==> src/rtl/carry_select_pkg.sv <==
// carry_select_pkg: shared widths and types for the carry-select adder
package carry_select_pkg;
  localparam int WIDTH = 32;
  localparam int BLOCK = 4;
  localparam int NBLK = WIDTH / BLOCK;
  typedef logic [WIDTH-1:0] word_t;
endpackage

==> src/rtl/carry_select_rca.sv <==
// rca_block: BLOCK-bit ripple-carry adder used for every carry-select slice
module rca_block
  import carry_select_pkg::*;
#(
  parameter int W = BLOCK
) (
  input  logic [W-1:0] a,
  input  logic [W-1:0] b,
  input  logic         ci,
  output logic [W-1:0] sum,
  output logic         co
);
  logic c;
  always_comb begin
    c = ci;
    sum = '0;
    for (int i = 0; i < W; i++) begin
      sum[i] = a[i] ^ b[i] ^ c;
      c = (a[i] & b[i]) | (c & (a[i] ^ b[i]));
    end
    co = c;
  end
endmodule

==> src/rtl/carry_select.sv <==
// carry_select: registered carry-select adder {cout,s} = a + b + cin, one cycle latency.
// Define CARRY_SELECT_OVF_EN to add a registered two's-complement overflow flag ovf.
module carry_select
  import carry_select_pkg::*;
#(
  parameter int WIDTH = carry_select_pkg::WIDTH,
  parameter int BLOCK = carry_select_pkg::BLOCK
) (
  input  logic             clk,
  input  logic             rst,
  input  logic [WIDTH-1:0] a,
  input  logic [WIDTH-1:0] b,
  input  logic             cin,
  output logic [WIDTH-1:0] s,
  output logic             cout
`ifdef CARRY_SELECT_OVF_EN
  ,
  output logic             ovf
`endif
);
  localparam int NB = WIDTH / BLOCK;
  logic [WIDTH-1:0] sum;
  logic [NB:0] c;
  assign c[0] = cin;
  for (genvar g = 0; g < NB; g++) begin : g_slice
    if (g == 0) begin : g_ripple
      rca_block #(.W(BLOCK)) u_rca (
        .a(a[BLOCK-1:0]), .b(b[BLOCK-1:0]), .ci(cin), .sum(sum[BLOCK-1:0]), .co(c[1])
      );
    end else begin : g_select
      logic [BLOCK-1:0] sum0, sum1;
      logic c0, c1;
      rca_block #(.W(BLOCK)) u_rca0 (
        .a(a[g*BLOCK +: BLOCK]), .b(b[g*BLOCK +: BLOCK]), .ci(1'b0), .sum(sum0), .co(c0)
      );
      rca_block #(.W(BLOCK)) u_rca1 (
        .a(a[g*BLOCK +: BLOCK]), .b(b[g*BLOCK +: BLOCK]), .ci(1'b1), .sum(sum1), .co(c1)
      );
      // the previous slice's selected carry is the only thing on the critical chain
      assign sum[g*BLOCK +: BLOCK] = c[g] ? sum1 : sum0;
      assign c[g+1] = c[g] ? c1 : c0;
    end
  end
  always_ff @(posedge clk) begin
    if (rst) begin
      s <= '0;
      cout <= 1'b0;
    end else begin
      s <= sum;
      cout <= c[NB];
    end
  end
`ifdef CARRY_SELECT_OVF_EN
  always_ff @(posedge clk) begin
    if (rst) ovf <= 1'b0;
    else ovf <= (a[WIDTH-1] == b[WIDTH-1]) && (sum[WIDTH-1] != a[WIDTH-1]);
  end
`endif
endmodule

==> config.mk <==
export PLATFORM = sky130hd
export DESIGN_NAME = carry_select
export DESIGN_NICKNAME = d
export VERILOG_FILES = /design/src/rtl/carry_select_pkg.sv /design/src/rtl/carry_select_rca.sv /design/src/rtl/carry_select.sv
export SDC_FILE = /design/constraint.sdc
export NUM_CORES = 1
export LEC_CHECK = 0
export BUFFER_PORTS_ARGS = -buffer_cell sky130_fd_sc_hd__buf_4
export CAP_MARGIN = 5
export CORE_UTILIZATION = 44
export DETAILED_ROUTE_END_ITERATION = 10
export PLACE_DENSITY_LB_ADDON = 0.3
export SLEW_MARGIN = 25
export SYNTH_ARGS = -nofsm -noshare
export SYNTH_HDL_FRONTEND = slang
export SYNTH_SLANG_ARGS = --single-unit
export TNS_END_PERCENT = 50
==> constraint.sdc <==
create_clock -name clk -period 15.2 [get_ports clk]
set_clock_uncertainty 0.2 [all_clocks]
set_input_delay 3.8 -clock clk [delete_from_list [all_inputs] [get_ports clk]]
set_output_delay 3.8 -clock clk [all_outputs]
set_load 0.03 [all_outputs]
==> run metrics, run 1 <==
Worst-path clk slew 0.07 ns; ANT nets after route 0; post-route setup TNS 0 ns; post-synth cell types 11; Worst slew margin 77.57%; pin count of the biggest net entering global routing 34; first-pass GRT wire length 5934 microns; synthesized area 1804 sq um; ant diodes 0; First-pass DRT Iterations 4; Final Max Slew Viols 0; Fin. Hold Viols 0; # DRC 0; Synth area leader dfxtp_1; multi-input combinational cell area 959.7 sq um; Hold WC Path Type input port to flip-flop; Worst Tran Pin Value 0.3364 ns; Avg Cell Area, Syn 10.49 sq um; DR WL/cell 10.99 microns; Primary FF master, synth dfxtp_1; Initial Util 47.50%; crit path max-delay cell type fa_1; Max IR drop VDD 0.03851 mV; total track usage 18.50%; GR Overflow Total 0; Layout Cells excl Fill 324; DR vias 1423; Yosys warning count 0; RSZ-0062 raised after global routing false; Async SR Flop Fraction 0%; CTS Sinks 33; syn nets 278; overall power 254.0 uW; Setup crit end s[31]$_SDFF_PP0_; final HPWL from detailed placement 3053 microns; CP Capture Type flip-flop; share of layout cells above drive strength 1 37.68%; most frequent cell after synthesis inv_1; vias per inst 4.392; P_leak 1.439 nW; Synth top cells by count 43 x inv_1, 33 x dfxtp_1, 25 x fa_1; CTS tree yes; initial antenna violation count 0; Worst Path Arrival 14.02 ns; H-tree Lvls 2; share of Yosys cell area claimed by the top area cell type 36.62%; fillers 331; final net count 381; Max-Cap Viols 0; WP data required 15.22 ns; pwr dens 95.31 nW/um^2; Max Freq 0.07142 GHz; Die X-Extent 66.04 microns; Final setup viols 0; Worst Setup SP a[0]; post_cts resized 0; I/O pin count 100; CTS Hold Bufs 0; Placer Congestion 0.7409; setup bufs post-CTS 0; IO Port Bufs 99; number of global-route vias before repair 1443; dpl cells 316; Core Region 3799 sq um; post-layout min period 14.00 ns; Die H 66.04 microns; CP max stage delay 0.43 ns; Post-Synthesis Cells 172; Site Rows 22; startpoint class of the critical path input port; Max Buffers Root-to-Sink 2; EDFF count, synth 0; CP Class input port to flip-flop; synthesis-to-layout area growth 47.71%; post-synthesis sequential area ratio 36.62%; clock buffer count from CTS 5; critical-path maximum fanout 3; post-synthesis register bit count 33; area occupied by registers 660.6 sq um; drt initial violations 60; fin crit share 92.12%; WL final 3561 microns; Root Driver clkbuf_8; cell mode on critical path fa_1; Area contributors post-synth dfxtp_1 37%, fa_1 28%, ha_1 9.7%; status completed; Die ar. 4361 sq um
-- kinds of logic (layout without fill, tap and decap cells) --
group | Yosys count | after routing | share of synthesized area (%)
buf+inv | 46 | 150 | 10.19
simple gates | 40 | 40 | 10.40
fa+ha+maj | 39 | 39 | 37.45
flops | 33 | 33 | 36.62
compound gates | 7 | 7 | 1.942
xor+xnor | 7 | 7 | 3.398
-- per-stage QoR --
step / utilization [%] / setup WS [ns] / hold slack, ns / area (sq um)
after detailed placement: 68.05 / 0.8480 / 3.975 / 2585
final: 70.16 / 1.198 / 3.682 / 2665
after floorplan: - / 1.691 / 3.672 / 1804
after global placement: 68.05 / 1.177 / 3.965 / 2585
after CTS: 70.16 / 1.131 / 3.680 / 2665
after global routing: 70.16 / 0.5629 / 3.697 / 2665
-- per-layer routing --
| metal | up-vias | GRT usage [%] | part of all wire, % |
|---|---|---|---|
| li1 | 689 | - | - |
| met1 | 662 | 17.75 | 33 |
| met2 | 65 | 35.33 | 54 |
| met3 | 7 | 7.586 | 11 |
| met4 | 0 | 5.585 | 1.3 |
| met5 | - | 0 | 0 |
-- flip-flops by register name (all words and copies together) (netlist names) --
name  count
s        32
cout      1
-- cells in the final DEF (no fill, tap or decap) --
cell / n
ha_1: 14
dfxtp_1: 33
xor2_1: 7
nor2_1: 19
buf_4: 99
inv_1: 43
clkbuf_1: 3
nor2b_1: 15
nand2_1: 6
fa_1: 25
clkbuf_8: 5
o21ai_0: 6
a21oi_1: 1
-- area by class of cell --
type | instances | share of cell area [%]
sequential | 33 | 24.79
timing repair buffer | 99 | 27.89
clock buffer | 8 | 3.005
multi-input combinational | 93 | 36.01
tap | 48 | 2.254
inverter | 43 | 6.056
-- critical path, delay by kind of cell --
family          cells  cell delay (ns)
compound gates      7             0.81
fa+ha+maj          25             8.31
buf+inv            10             0.73
simple gates        4             0.35
-- worst min path at each step --
stage               startpoint                to  slack, ns  depth (start not counted)
finish                   b[30]  s[30]$_SDFF_PP0_       3.68                          3
floorplan                  rst  s[25]$_SDFF_PP0_       3.67                          1
CTS                      b[30]  s[30]$_SDFF_PP0_       3.68                          3
global route             b[21]  s[21]$_SDFF_PP0_       3.70                          3
global placement         b[30]  s[30]$_SDFF_PP0_       3.96                          3
detailed placement       b[21]  s[21]$_SDFF_PP0_       3.97                          3
-- report_power, final --
group          internal [mW]  switching [mW]  leakage (nW)
clock network         0.0325          0.0295        0.0395
logic                 0.0411          0.0495          1.12
registers             0.0983         0.00308         0.275
total                  0.172          0.0821          1.44
Power figures use the tool's default switching activity.
==> run 2, diff against run 1 <==
--- a/config.mk
+++ b/config.mk
@@ -9,3 +9,4 @@
 export CAP_MARGIN = 5
-export CORE_UTILIZATION = 44
+export CORE_UTILIZATION = 48
+export CTS_CLUSTER_DIAMETER = 200
 export DETAILED_ROUTE_END_ITERATION = 10
@@ -15,2 +16,3 @@
 export SYNTH_HDL_FRONTEND = slang
+export SYNTH_HIERARCHICAL = 1
 export SYNTH_SLANG_ARGS = --single-unit
==> constraint.sdc (replaced) <==
create_clock -name clk -period 15.2 [get_ports clk]
set_clock_uncertainty 0.2 [all_clocks]
set_input_delay 3.04 -clock clk [delete_from_list [all_inputs] [get_ports clk]]
set_output_delay 3.04 -clock clk [all_outputs]
set_load 0.03 [all_outputs]
==> run 2 against run 1 <==
The run now ends with DRC left. Critical path type unchanged. Via count grew 70%. Combinational power grew 92%. Worst setup slack gained 7.8 ns. Core utilization shrank 5.2 points. Die area grew 62%. Final area grew 56%. Clock power grew 7.4%. Largest power group is now combinational cells. Global-route usage is essentially flat. Routed wire length grew 70%. Sequential share of layout area shrank 8.9 points.
==> run metrics, run 2 <==
status finished, violations left; failing checks DRC; Placer Congestion 0.7943; EDFF count, synth 0; Synth top cells by count 152 x inv_1, 60 x fa_1, 33 x dfxtp_1; Setup crit end s[28]$_SDFF_PP0_; Largest Register s; total track usage 18.49%; DR WL/cell 11.06 microns; WL final 6060 microns; DR vias 2413; Regs by FF count s x32, cout x1; Max Freq 0.1622 GHz; Area contributors post-synth fa_1 37%, dfxtp_1 20%, inv_1 18%; Async SR Flop Fraction 0%; final HPWL from detailed placement 5225 microns; post_cts resized 0; Worst-path clk slew 0.06 ns; placed cell area 4084 sq um; synthesized area 3226 sq um; Max Buffers Root-to-Sink 2; Final setup viols 0; # DRC 16; dpl cells 541; max FFs per register 32; initial antenna violation count 0; final instance area 4170 sq um; Synth area leader fa_1; Max IR drop VDD 0.04817 mV; WP data required 15.21 ns; drt initial violations 44; first-pass GRT wire length 10340 microns; startpoint class of the critical path input port; Yosys warning count 6; Avg Cell Area, Syn 9.010 sq um; Max-Cap Viols 0; Die H 83.98 microns; H-tree Lvls 2; I/O pin count 100; RSZ-0062 raised after global routing false; Initial Util 50.22%; most frequent cells in the layout 152 x inv_1, 99 x buf_4, 60 x fa_1; Die ar. 7052 sq um; Setup WS pre-CTS 8.715 ns; CTS tree yes; pin count of the biggest net entering global routing 39; final net count 598; post-route setup TNS 0 ns; ANT nets after route 0; fillers 560; post-synth cell types 27; Fin. Hold Viols 0; Worst Path Arrival 6.17 ns; CP Class input port to flip-flop; most frequent cell after synthesis inv_1; GR Overflow Total 0; First-pass DRT Iterations 8; Core Region 6422 sq um; overall power 347.4 uW; share of Yosys cell area claimed by the top area cell type 37.24%; critical-path maximum fanout 6; post-synthesis register bit count 33; hold path startpoint b[2]; Die X-Extent 83.98 microns; ant diodes 0; worst setup margin 9.034 ns; Primary FF master, synth dfxtp_1; Post-Synthesis Cells 358; Layout Cells excl Fill 548; Hold WC Path Type input port to flip-flop; synthesis-to-layout area growth 29.29%; CP Capture Type flip-flop; pwr dens 83.30 nW/um^2; Root Driver clkbuf_8; Final Max Slew Viols 0; share of layout cells above drive strength 1 25.27%; commonest non-fill, non-tap cell in the layout inv_1; IO Port Bufs 99; fin crit share 40.57%; Hold WS 2.928 ns; CTS Hold Bufs 0; Site Rows 29; post-layout min period 6.166 ns; clock buffer count from CTS 5; setup bufs post-CTS 0; number of global-route vias before repair 2501; P_leak 2.422 nW; post-synthesis sequential area ratio 20.48%; vias per inst 4.403; Util after Layout 64.93%; CTS Sinks 33; Worst Setup SP a[0]
[run 2: worst min path at each step]
stage	to	slack, ns	cells past startpoint
after floorplan	s[0]$_SDFF_PP0_	3.10	2
after detailed placement	s[2]$_SDFF_PP0_	3.21	3
after global placement	s[2]$_SDFF_PP0_	3.22	3
after global routing	s[2]$_SDFF_PP0_	2.95	3
final	s[2]$_SDFF_PP0_	2.93	3
after CTS	s[2]$_SDFF_PP0_	2.93	3
[run 2: cell families (layout without fill, tap and decap cells)]
kind of cell	Yosys count	in the layout	share of synthesized area [%]
AO/OA/AOI/OAI	20	20	4.732
other	2	14	0.2328
AND/OR/NAND/NOR	61	61	10.01
adder cells (fa/ha/maj)	60	60	37.24
multiplexers	25	25	8.805
flip-flops	33	33	20.48
buffers and inverters	157	258	18.50
[run 2: area by class of cell]
| class | count | area [sq um] | share of cell area [%] |
|---|---|---|---|
| repair buffers | 99 | 743.2 | 17.82 |
| multi-input cells | 180 | 2013 | 48.27 |
| inverters | 152 | 570.5 | 13.68 |
| clock buffers | 7 | 86.33 | 2.070 |
| flip-flops and latches | 33 | 660.6 | 15.84 |
| well taps | 77 | 96.34 | 2.310 |
[run 2: worst max-delay path, cell delays in order]
cell	delay (ns)
buf_4	0.09
fa_1	0.16
inv_1	0.05
fa_1	0.35
inv_1	0.08
fa_1	0.16
inv_1	0.05
fa_1	0.35
inv_1	0.30
mux2i_4	0.40
a21oi_2	0.07
nor2_1	0.26
a22oi_4	0.13
a311oi_4	0.47
mux2i_1	0.23
[run 2: layer usage]
layer	track usage [%]	part of all wire [%]
met3	3.660	5.4
met4	4.859	0.97
met1	21.63	40
met2	34.35	54
met5	0	0
[run 2: report_power, final]
| group | switching [mW] | leakage (nW) | internal (mW) |
|---|---|---|---|
| clock | 0.0307 | 0.0443 | 0.0359 |
| combinational | 0.100 | 2.10 | 0.0743 |
| sequential | 0.00463 | 0.275 | 0.102 |
| total | 0.135 | 2.42 | 0.212 |
==> run 3, diff against run 2 <==
- CORE_UTILIZATION: 48 -> 47
- clock period: 15.2 -> 5.6 ns (I/O delays scaled with it)
==> run 3 against run 2 <==
The flow still finishes with violations (DRC). First-iteration DRC count rose by 55%. Final area stayed put. Flip-flop and latch count stayed put. Global-route usage rose by 0.23 points. Critical endpoint is now s[31]$_SDFF_PP0_. Clock power grew to 2.7 times the previous value. Worst setup slack worse by 7.6 ns. Total power grew to 2.7 times the previous value.
==> run metrics, run 3 (synthesis results as in run 2) <==
CTS Sinks 33; dpl cells 541; final instance area 4170 sq um; pwr dens 225.2 nW/um^2; Largest Register s; ant diodes 0; CTS Hold Bufs 0; Hold WC Path Type input port to flip-flop; grt met3 use 3.307%; failing checks DRC; vias per inst 4.442; Root Driver clkbuf_8; total track usage 18.72%; DR WL/cell 10.93 microns; max FFs per register 32; placed cell area 4084 sq um; Die H 84.85 microns; startpoint class of the critical path input port; final HPWL from detailed placement 5290 microns; CP max stage delay 0.44 ns; WP data required 5.61 ns; Placer Congestion 0.7402; GR Layer Usage met2 37.99%; RSZ-0062 raised after global routing false; Regs by FF count s x32, cout x1; Fin. Hold Viols 0; Hold EP s[2]$_SDFF_PP0_; Die X-Extent 84.85 microns; critical-path maximum fanout 6; WL final 5992 microns; met1 Usage GRT 20.46%; commonest non-fill, non-tap cell in the layout inv_1; # DRC 10; number of global-route vias before repair 2645; hold path startpoint b[2]; most frequent cells in the layout 152 x inv_1, 99 x buf_4, 60 x fa_1; CP cell instances buf_4, fa_1, inv_1, fa_1, inv_1, fa_1, inv_1, fa_1, inv_1, mux2i_4, a21oi_2, nor2_1, a22oi_4, a311oi_4, mux2i_1; Max-Cap Viols 0; Worst Setup SP a[0]; final net count 598; Die ar. 7199 sq um; pin count of the biggest net entering global routing 39; Max Buffers Root-to-Sink 2; P_leak 2.422 nW; synthesis-to-layout area growth 29.29%; Final setup viols 0; setup bufs post-CTS 0; post-route setup TNS 0 ns; IO Port Bufs 99; I/O pin count 100; ANT nets after route 0; share of layout cells above drive strength 1 25.27%; status finished, violations left; H-tree Lvls 2; First-pass DRT Iterations 8; GR Overflow Total 0; Core Region 6495 sq um; Worst Hold Depth 3; Worst Path Arrival 4.21 ns; Max IR drop VDD 0.1166 mV; post_cts resized 0; Max Freq 0.2379 GHz; CTS tree yes; initial antenna violation count 0; Layout Cells excl Fill 548; fin crit share 75.07%; Final Max Slew Viols 0; DR vias 2434; CP Capture Type flip-flop; drt initial violations 68; crit path max-delay cell type a311oi_4; first-pass GRT wire length 10790 microns; Worst-path clk slew 0.07 ns; Site Rows 29; post-layout min period 4.204 ns; Most Crowded Layer GR met2; CP Class input port to flip-flop; Initial Util 49.66%; clock buffer count from CTS 5
==> run 3: cell counts in the layout (fill, tap and decap cells not counted) <==
No cell type changed its count.
==> run 3: worst max-delay path by stage <==
| stage | end | slack [ns] | depth (start not counted) |
|---|---|---|---|
| 2_1_floorplan | cout$_SDFF_PP0_ | 1.51 | 15 |
| 3_3_place_gp | s[28]$_SDFF_PP0_ | 1.18 | 15 |
| 3_5_place_dp | s[31]$_SDFF_PP0_ | 1.06 | 15 |
| 4_1_cts | s[31]$_SDFF_PP0_ | 1.36 | 15 |
| 5_1_grt | s[31]$_SDFF_PP0_ | 1.11 | 15 |
| 6_report | s[31]$_SDFF_PP0_ | 1.40 | 15 |
==> run 3: routing by layer <==
layer / up-vias / wire length (microns)
met5: - / 0
met4: 0 / 23
met3: 2 / 303
met2: 63 / 3363
met1: 1178 / 2302
li1: 1191 / -
==> run 3: cell type report <==
class                      instances  area, sq um
fill                             564         2325
multi-input combinational        180         2013
timing repair buffer              99        743.2
sequential                        33        660.6
inverter                         152        570.5
tap                               77        96.34
clock buffer                       7        86.33
==> run 3: through the flow <==
step           worst slack, ns  util (%)  total power, mW  hold WS, ns
2_1_floorplan            1.505         -           0.6069        1.184
6_report                 1.396     64.21           0.9391        1.032
4_1_cts                  1.361     64.21           0.9516        1.027
3_5_place_dp             1.057     62.88           0.7719        1.312
3_3_place_gp             1.178     62.88           0.7567        1.298
5_1_grt                  1.108     64.21            1.014        1.021
==> run 3: where the power goes <==
group / switching [mW] / internal (mW) / leakage, nW
combinational: 0.269 / 0.202 / 2.10
clock: 0.0799 / 0.0974 / 0.0443
sequential: 0.0139 / 0.277 / 0.275
==> run 3: critical path, delay by kind of cell <==
kind | cells | cell delay, ns
fa+ha+maj | 4 | 1.02
compound gates | 3 | 0.63
buf+inv | 5 | 0.57
simple gates | 1 | 0.25
mux | 2 | 0.62
